===== src/rtl/writeback_arbiter_if.sv =====
// Completion-request bundle between the functional units and the writeback arbiter.
// Each unit has one lane: done/rd/rd_data/id flow toward the arbiter and ack flows back.
interface writeback_arbiter_if #(
    parameter int NUM_WB_UNITS = 4,
    parameter int ID_W         = 3
);
    logic [NUM_WB_UNITS-1:0]            unit_done;
    logic [NUM_WB_UNITS-1:0][4:0]       unit_rd;
    logic [NUM_WB_UNITS-1:0][31:0]      unit_rd_data;
    logic [NUM_WB_UNITS-1:0][ID_W-1:0]  unit_id;
    logic [NUM_WB_UNITS-1:0]            unit_ack;

    // Functional units drive requests and watch for their grant.
    modport master (
        output unit_done, unit_rd, unit_rd_data, unit_id,
        input  unit_ack
    );

    // The arbiter consumes requests and returns a one-hot grant.
    modport slave (
        input  unit_done, unit_rd, unit_rd_data, unit_id,
        output unit_ack
    );
endinterface


===== src/rtl/writeback_arbiter.sv =====
// Writeback arbiter: picks at most one functional-unit completion per cycle using
// round-robin priority and drives the register file write port one cycle later.
// The grant (unit_ack) is combinational; everything facing the register file is registered.
// Optional macro WB_PERF_COUNTERS_EN adds per-unit stall counters and a retirement
// counter; without it the counter outputs are tied to zero and no counter flops exist.
module writeback_arbiter #(
    parameter int NUM_WB_UNITS = 4,
    parameter int ID_W         = 3
) (
    input  logic                           clk,
    input  logic                           rst,
    writeback_arbiter_if.slave             units,
    output logic [4:0]                     rd_addr,
    output logic [31:0]                    new_data,
    output logic                           commit,
    output logic                           retire_valid,
    output logic [ID_W-1:0]                retire_id,
    output logic [NUM_WB_UNITS-1:0][31:0]  perf_stall_cnt,
    output logic [31:0]                    perf_commit_cnt
);

    localparam int               PTR_W = (NUM_WB_UNITS > 1) ? $clog2(NUM_WB_UNITS) : 1;
    localparam logic [PTR_W:0]   NUM_W = (PTR_W+1)'(NUM_WB_UNITS);
    localparam logic [PTR_W-1:0] LAST  = PTR_W'(NUM_WB_UNITS - 1);

    logic [PTR_W-1:0]        ptr_q, ptr_d;
    logic [PTR_W-1:0]        grant_idx;
    logic [PTR_W-1:0]        cand_idx;
    logic [PTR_W:0]          cand_sum;
    logic                    grant_valid;
    logic [NUM_WB_UNITS-1:0] grant_vec;

    logic                    commit_q, commit_d;
    logic                    retire_valid_q, retire_valid_d;
    logic [4:0]              rd_addr_q, rd_addr_d;
    logic [31:0]             new_data_q, new_data_d;
    logic [ID_W-1:0]         retire_id_q, retire_id_d;

    // Round-robin search: walk upward from the pointer, wrapping, and take the first requester.
    always_comb begin
        grant_valid = 1'b0;
        grant_idx   = '0;
        cand_sum    = '0;
        cand_idx    = '0;
        for (int i = 0; i < NUM_WB_UNITS; i++) begin
            cand_sum = {1'b0, ptr_q} + (PTR_W+1)'(i);
            if (cand_sum >= NUM_W) begin
                cand_sum = cand_sum - NUM_W;
            end
            cand_idx = cand_sum[PTR_W-1:0];
            if (!grant_valid && units.unit_done[cand_idx]) begin
                grant_valid = 1'b1;
                grant_idx   = cand_idx;
            end
        end
    end

    // One-hot grant, suppressed while reset is held so no unit believes it transferred.
    always_comb begin
        grant_vec = '0;
        if (grant_valid && !rst) begin
            grant_vec[grant_idx] = 1'b1;
        end
    end

    assign units.unit_ack = grant_vec;

    // Next pointer and next output-stage contents; payload holds when nothing is granted.
    always_comb begin
        ptr_d          = ptr_q;
        retire_valid_d = grant_valid;
        commit_d       = 1'b0;
        rd_addr_d      = rd_addr_q;
        new_data_d     = new_data_q;
        retire_id_d    = retire_id_q;
        if (grant_valid) begin
            ptr_d       = (grant_idx == LAST) ? '0 : grant_idx + 1'b1;
            commit_d    = (units.unit_rd[grant_idx] != 5'd0);
            rd_addr_d   = units.unit_rd[grant_idx];
            new_data_d  = units.unit_rd_data[grant_idx];
            retire_id_d = units.unit_id[grant_idx];
        end
    end

    // Priority pointer and the single registered output stage; reset discards any in-flight entry.
    always_ff @(posedge clk or posedge rst) begin
        if (rst) begin
            ptr_q          <= '0;
            commit_q       <= 1'b0;
            retire_valid_q <= 1'b0;
            rd_addr_q      <= '0;
            new_data_q     <= '0;
            retire_id_q    <= '0;
        end else begin
            ptr_q          <= ptr_d;
            commit_q       <= commit_d;
            retire_valid_q <= retire_valid_d;
            rd_addr_q      <= rd_addr_d;
            new_data_q     <= new_data_d;
            retire_id_q    <= retire_id_d;
        end
    end

    assign commit       = commit_q;
    assign retire_valid = retire_valid_q;
    assign rd_addr      = rd_addr_q;
    assign new_data     = new_data_q;
    assign retire_id    = retire_id_q;

`ifdef WB_PERF_COUNTERS_EN
    logic [NUM_WB_UNITS-1:0][31:0] stall_cnt_q, stall_cnt_d;
    logic [31:0]                   commit_cnt_q, commit_cnt_d;

    // A unit stalls on every cycle it requests without being granted; retirements count the stage.
    always_comb begin
        for (int i = 0; i < NUM_WB_UNITS; i++) begin
            stall_cnt_d[i] = stall_cnt_q[i] +
                             ((units.unit_done[i] && !grant_vec[i]) ? 32'd1 : 32'd0);
        end
        commit_cnt_d = commit_cnt_q + (retire_valid_q ? 32'd1 : 32'd0);
    end

    // Free-running wrap-around counters.
    always_ff @(posedge clk or posedge rst) begin
        if (rst) begin
            stall_cnt_q  <= '0;
            commit_cnt_q <= '0;
        end else begin
            stall_cnt_q  <= stall_cnt_d;
            commit_cnt_q <= commit_cnt_d;
        end
    end

    assign perf_stall_cnt  = stall_cnt_q;
    assign perf_commit_cnt = commit_cnt_q;
`else
    assign perf_stall_cnt  = '0;
    assign perf_commit_cnt = '0;
`endif

`ifndef SYNTHESIS
    logic [NUM_WB_UNITS-1:0] pending_q, pending_d;

    // Units that requested but were not granted must still be requesting next cycle.
    always_comb begin
        pending_d = units.unit_done & ~grant_vec;
    end

    // Remember outstanding requests for the protocol check below.
    always_ff @(posedge clk or posedge rst) begin
        if (rst) begin
            pending_q <= '0;
        end else begin
            pending_q <= pending_d;
        end
    end

    // Grant must be one-hot-or-zero, only to requesters, and requesters must not withdraw.
    always @(posedge clk) begin
        if (!rst) begin
            assert ($onehot0(grant_vec) && ((grant_vec & ~units.unit_done) == '0));
            assert ((pending_q & ~units.unit_done) == '0);
        end
    end
`endif

endmodule

===== src/flat_wrapper.sv =====
// flat-port wrapper written by rule: the top's interface ports become plain ports
module writeback_arbiter_flat 
#(
    parameter int NUM_WB_UNITS = 4,
    parameter int ID_W         = 3
)
  (clk, rst, rd_addr, new_data, commit, retire_valid, retire_id, perf_stall_cnt, perf_commit_cnt, units_unit_done, units_unit_rd, units_unit_rd_data, units_unit_id, units_unit_ack);
  writeback_arbiter_if #(.NUM_WB_UNITS(NUM_WB_UNITS), .ID_W(ID_W)) units_i ();
  input  logic clk;
  input  logic rst;
  output logic [4:0] rd_addr;
  output logic [31:0] new_data;
  output logic commit;
  output logic retire_valid;
  output logic [ID_W-1:0] retire_id;
  output logic [NUM_WB_UNITS-1:0][31:0] perf_stall_cnt;
  output logic [31:0] perf_commit_cnt;
  input wire logic [$bits(units_i.unit_done)-1:0] units_unit_done;
  input wire logic [$bits(units_i.unit_rd)-1:0] units_unit_rd;
  input wire logic [$bits(units_i.unit_rd_data)-1:0] units_unit_rd_data;
  input wire logic [$bits(units_i.unit_id)-1:0] units_unit_id;
  output wire logic [$bits(units_i.unit_ack)-1:0] units_unit_ack;
  assign units_i.unit_done = units_unit_done;
  assign units_i.unit_rd = units_unit_rd;
  assign units_i.unit_rd_data = units_unit_rd_data;
  assign units_i.unit_id = units_unit_id;
  assign units_unit_ack = units_i.unit_ack;
  writeback_arbiter #(.NUM_WB_UNITS(NUM_WB_UNITS), .ID_W(ID_W)) u_core (.clk(clk), .rst(rst), .units(units_i), .rd_addr(rd_addr), .new_data(new_data), .commit(commit), .retire_valid(retire_valid), .retire_id(retire_id), .perf_stall_cnt(perf_stall_cnt), .perf_commit_cnt(perf_commit_cnt));
endmodule

===== config.mk =====
export PLATFORM = sky130hd
export DESIGN_NAME = writeback_arbiter_flat
export DESIGN_NICKNAME = d
export VERILOG_FILES = /design/src/rtl/writeback_arbiter_if.sv /design/src/rtl/writeback_arbiter.sv /design/src/flat_wrapper.sv
export SDC_FILE = /design/constraint.sdc
export NUM_CORES = 1
export LEC_CHECK = 0
export BUFFER_PORTS_ARGS = -buffer_cell sky130_fd_sc_hd__buf_2
export CAP_MARGIN = 20
export CORE_AREA = 2 2 143 145
export DETAILED_ROUTE_END_ITERATION = 8
export DIE_AREA = 0 0 145 147
export GPL_ROUTABILITY_DRIVEN = 0
export PLACE_DENSITY_LB_ADDON = 0.12
export SLEW_MARGIN = 5
export SYNTH_ARGS = -nofsm -noshare
export SYNTH_HDL_FRONTEND = slang
export SYNTH_SLANG_ARGS = --single-unit
export TNS_END_PERCENT = 100

===== constraint.sdc =====
create_clock -name clk -period 1.9 [get_ports clk]
set_input_delay 0.285 -clock clk [delete_from_list [all_inputs] [get_ports clk]]
set_output_delay 0.285 -clock clk [all_outputs]
set_load 0.02 [all_outputs]

---- Word-level counts from Yosys, hierarchy flattened ----
Index checks and enable logic that the tools add are counted.
storage, ports and cells
  bits in registers ....................... 44
  bits of input ports ..................... 166
  output and inout bits ................... 206
  word-level logic and storage cells ...... 66
cells by class
  add/subtract/negate cells ............... 8
  order comparisons ....................... 10
  eq/ne operators ......................... 1
  multiplexer cells ....................... 31
  reductions and logical operators ........ 10
operators by type and width
  operator               number
  $bmux W32 S2           1
  $mux W32               1
  $mux W2                9
  $lt A2 B3 Y1 const B   5
  $bmux W5 S2            1
  $mux W1                10
  $ge A3 B3 Y1 const B   3
  $bmux W1 S2            4
  $sub A2 B1 Y2 const B  4
  $add A2 B2 Y3 const B  2
  $bmux W3 S2            1
  $logic_and A1 B1 Y1    5
  $mux W5                1
  $reduce_bool A5 Y1     1
  $logic_not A1 Y1       4
  $mux W4                1
  $add A2 B1 Y3 const B  1
  $ge A2 B3 Y1 const B   1
  $mux W3                1
  $add A2 B1 Y2 const B  1
  $demux W1 S2           1
  $eq A2 B2 Y1 const B   1
  $ge A2 B1 Y1 const B   1

---- Longest topological paths before layout ----
  depth after elaboration ................. 19
  gate-level depth with buffers ........... 9
  gate-level depth less buffers ........... 6

---- Worst setup path after synthesis ----
Ideal clock, no wire load.
  path kind ............................... register to output
  start point ............................. register u_core.ptr_q[1]
  end point ............................... output port units_unit_ack[2]
  arrival time ............................ 1786 ps
  required time ........................... 1615 ps
  setup slack ............................. -171 ps
  stages on the path, launching flop included .. 10
  path buffers ............................ 3
  cell sequence ........................... dfrtp_1 > mux2i_1 > nor2_1 > a311oi_1 > buf_4 > buf_8 > buf_8 > inv_1 > ha_1 > and3_1
between the ends
  longest elaborated chain between the ends .. 19
  elaborated cells on any way between the ends .. 44
  classes of those cells .................. add/sub: 7; order compare: 6; mux: 23; reduce/logical: 8
ends and longest elaborated chain
  what                                                    line                     text
  from (decl)                                             writeback_arbiter.sv:26  logic [PTR_W-1:0] ptr_q, ptr_d;
  from (signal assigned)                                  writeback_arbiter.sv:95  ptr_q <= ptr_d;
  branches (longest 18 deep; another with $add A2 B1 Y3)  n/a
  $mux W4 (*)                                             writeback_arbiter.sv:61  if (grant_valid && !rst) begin
  to (decl)                                               flat_wrapper.sv:22       output wire logic [$bits(units_i.unit_ack)-1:0] units_unit_ack;
Every way passes the cells marked *. The select of a mux whose other input is x is not followed.

---- Final worst setup path ----
Ends and elaborated chain as after synthesis.

==> impl_metrics.json <==
{
  "crit_type": "reg -> out",
  "finalMaxSlewViolations": 0,
  "min_path_type": "in -> reg",
  "worstMarginPinSlew_ns": 0.603,
  "ant_nets": 0,
  "fin_crit_sh": 1.18,
  "rsz0062_at_grt": "yes",
  "fmax_mhz": 448,
  "routedWlPerCell_um": 13.2,
  "seqCellArea_mm2": 0.00110,
  "rows": 52,
  "critPathLaunchType": "flip-flop",
  "cts_max_level": 2,
  "status": "finished, violations left",
  "cts_made_buffers": 5,
  "instances_no_fill": 956,
  "hold_viol": 0,
  "setup_slack_ns": -0.334,
  "syn_avg_cell_area_um2": 9.40,
  "synth-simple-area-share": 0.0552,
  "dp_cells": 931,
  "synth_cell_types": 24,
  "area_delta_synth_final_pct": 40.1,
  "synthAdderAreaFrac": 0.0118,
  "ys.warnings.count": 0,
  "period_needed_ns": 2.23,
  "layout-drive-gt1-share": 0.508,
  "synth_compound_area_frac": 0.0543,
  "dpl_worst_slack_ns": -0.245,
  "grt_util_all_layers": 0.111,
  "yosysSeqAreaShare": 0.260,
  "clk_latency_ns": 0.30,
  "multiInputGateArea_mm2": 0.00272,
  "die_w_um": 145,
  "routed_wl_um": 12600,
  "fin_nets": 854,
  "die_h_um": 147,
  "grt.overflow.total": 0,
  "setup_violations": 45,
  "grt_pass1_vias": 3446,
  "ir_drop_uv": 410,
  "violations": "negative setup slack",
  "critPathRequiredTime_ns": 1.62,
  "cp_max_fo": 5,
  "grt_antenna_before_repair": 1,
  "arrival_ns": 1.95,
  "design.core.area_mm2": 0.0198,
  "place.port_buffers": 211,
  "p_leak_nw": 3.15,
  "synthXorXnorAreaFrac": 0,
  "fin_skew_ns": 0.00764,
  "synthesis.area_mm2": 0.00424,
  "nFillCells": 2183,
  "grt_pass1_wl_um": 18700,
  "synth_top_family_by_area": "buffers and inverters",
  "clkSlewWorstSetupHoldPaths_ns": 0.07,
  "cts_tree": "built",
  "crit_path_end_kind": "output pin",
  "syn-instance-count": 451,
  "cts_max_path_buffers": 2,
  "drc": 0,
  "dieArea_mm2": 0.0213,
  "maxCapViolCount": 0,
  "cts-root-buf": "clkbuf_16",
  "drtIter0Drc": 45,
  "grt_max_degree": 44,
  "cts.sinks": 44,
  "synthMuxAreaShare": 0.292,
  "dr.pass1.iters": 4,
  "hpwl_um": 9430,
  "power_density_mw_per_mm2": 1150,
  "num_vias": 3527,
  "start_util": 0.214,
  "maxSlewHeadroom": 0.598,
  "ioPinCount": 372,
  "via_per_inst": 3.69,
  "synth_seq_cells": 44
}
kinds of logic (layout without fill, tap and decap cells):
group                    count (synthesis)  in the layout
buffers and inverters                  188            263
multiplexers                           114            114
AND/OR/NAND/NOR                         56             56
AO/OA/AOI/OAI                           44             44
flip-flops                              44             44
adder cells (fa/ha/maj)                  4              4
other                                    1            161
worst max-delay path, stage by stage, from the launching register on:
cell and delay, ns:
dfrtp_2 0.43, mux2i_2 0.21, nor2_2 0.07, a311oi_4 0.30
buf_6 0.18, inv_8 0.04, ha_4 0.14, and3_4 0.16
buf_6 0.12
path summary, 6_finish.rpt:
kind	startpoint	to	slack, ns	cells past startpoint
min reg2reg	u_core.retire_id[2]	u_core.retire_id[2]	0.48	2
min in group asynchronous	rst	u_core.retire_valid	0.48	3
min	units_unit_rd_data[65]	u_core.new_data[1]	0.43	4
max reg2reg	u_core.ptr_q[1]	u_core.commit	-0.30	8
max in group asynchronous	rst	u_core.ptr_q[1]	0.60	4
max	u_core.ptr_q[1]	units_unit_ack[2]	-0.33	8
layout make-up:
cell class,instances,area share
Antenna cell,1,0.000421
Clock buffer,5,0.0211
Clock inverter,3,0.00716
Inverter,6,0.00569
Multi-Input combinational cell,378,0.458
Sequential cell,44,0.186
Tap cell,270,0.0569
Timing Repair Buffer,249,0.265
through the flow:
step                 util  cell area (um2)  power (mW)  hold WS (ns)  setup TNS [ns]
floorplan               -             4900        4.11         0.307          -0.175
CTS                 0.295             5860        6.89         0.420           -7.89
global placement    0.260             5150        4.83         0.205           -3.42
global route        0.299             5940        7.33         0.437          -14.27
finish              0.299             5940        6.84         0.432           -9.00
detailed placement  0.260             5150        4.85         0.212           -6.14
repair_timing:
item / CTS / global route
pin swaps: 0 / 5
resized for setup: 97 / 39
hold buffers: 1 / 0
gates cloned: 6 / 0
buffers inserted: 9 / 6
endpoints found under the hold margin: 1 / 0
endpoints found under the setup margin: 42 / 45
state kept, by name, summed over array words and instances (netlist names):
| signal | flops |
|---|---|
| u_core.new_data | 32 |
| u_core.ptr_q | 2 |
| u_core.retire_id | 3 |
| u_core.rd_addr | 5 |
| u_core.retire_valid | 1 |
| u_core.commit | 1 |
Yosys cell counts:
cell type,count,area share
and3_1,4,0.0059
buf_2,3,0.0035
mux2_2,37,0.098
buf_4,164,0.29
nor4_1,1,0.0015
buf_8,2,0.0071
clkinv_1,1,0.00088
dfrtp_1,44,0.26
nand2b_1,1,0.0015
mux2i_1,73,0.17
o21ai_0,29,0.034
nor2_1,1,0.00088
clkbuf_1,8,0.0071
conb_1,1,0.00088
nand2_1,48,0.042
o21ai_1,8,0.0094
buf_6,5,0.013
inv_1,5,0.0044
mux4_2,4,0.021
o2bb2a_2,1,0.0027
nor4_2,1,0.0029
ha_1,4,0.012
a21oi_1,5,0.0059
a311oi_1,1,0.0021
layer usage:
| layer | up-vias | global-route usage | share of wire |
|---|---|---|---|
| met5 | - | 0 | 0 |
| met1 | 1677 | 0.123 | 0.37 |
| met4 | 0 | 0.0223 | 0.0068 |
| met2 | 181 | 0.209 | 0.54 |
| li1 | 1664 | - | - |
| met3 | 5 | 0.0366 | 0.076 |
placed cells by master, fill, tap and decap left out, types with 5 or more instances in the layout:
master / netlist / layout
clkbuf_16: 0 / 5
buf_12: 0 / 7
mux2i_1: 73 / 67
mux2_2: 37 / 7
buf_2: 3 / 207
o21ai_1: 8 / 8
o21ai_2: 0 / 29
mux2_4: 0 / 30
nand2_1: 48 / 48
dfrtp_1: 44 / 43
conb_1: 1 / 160
buf_4: 164 / 20
buf_6: 5 / 6
report_power, final:
group	switching (mW)	internal, mW	total, mW
Sequential	0.207	1.30	1.51
Combinational	2.20	2.13	4.32
Clock	0.393	0.618	1.01
Total	2.80	4.04	6.84
Power figures use the tool's default switching activity.
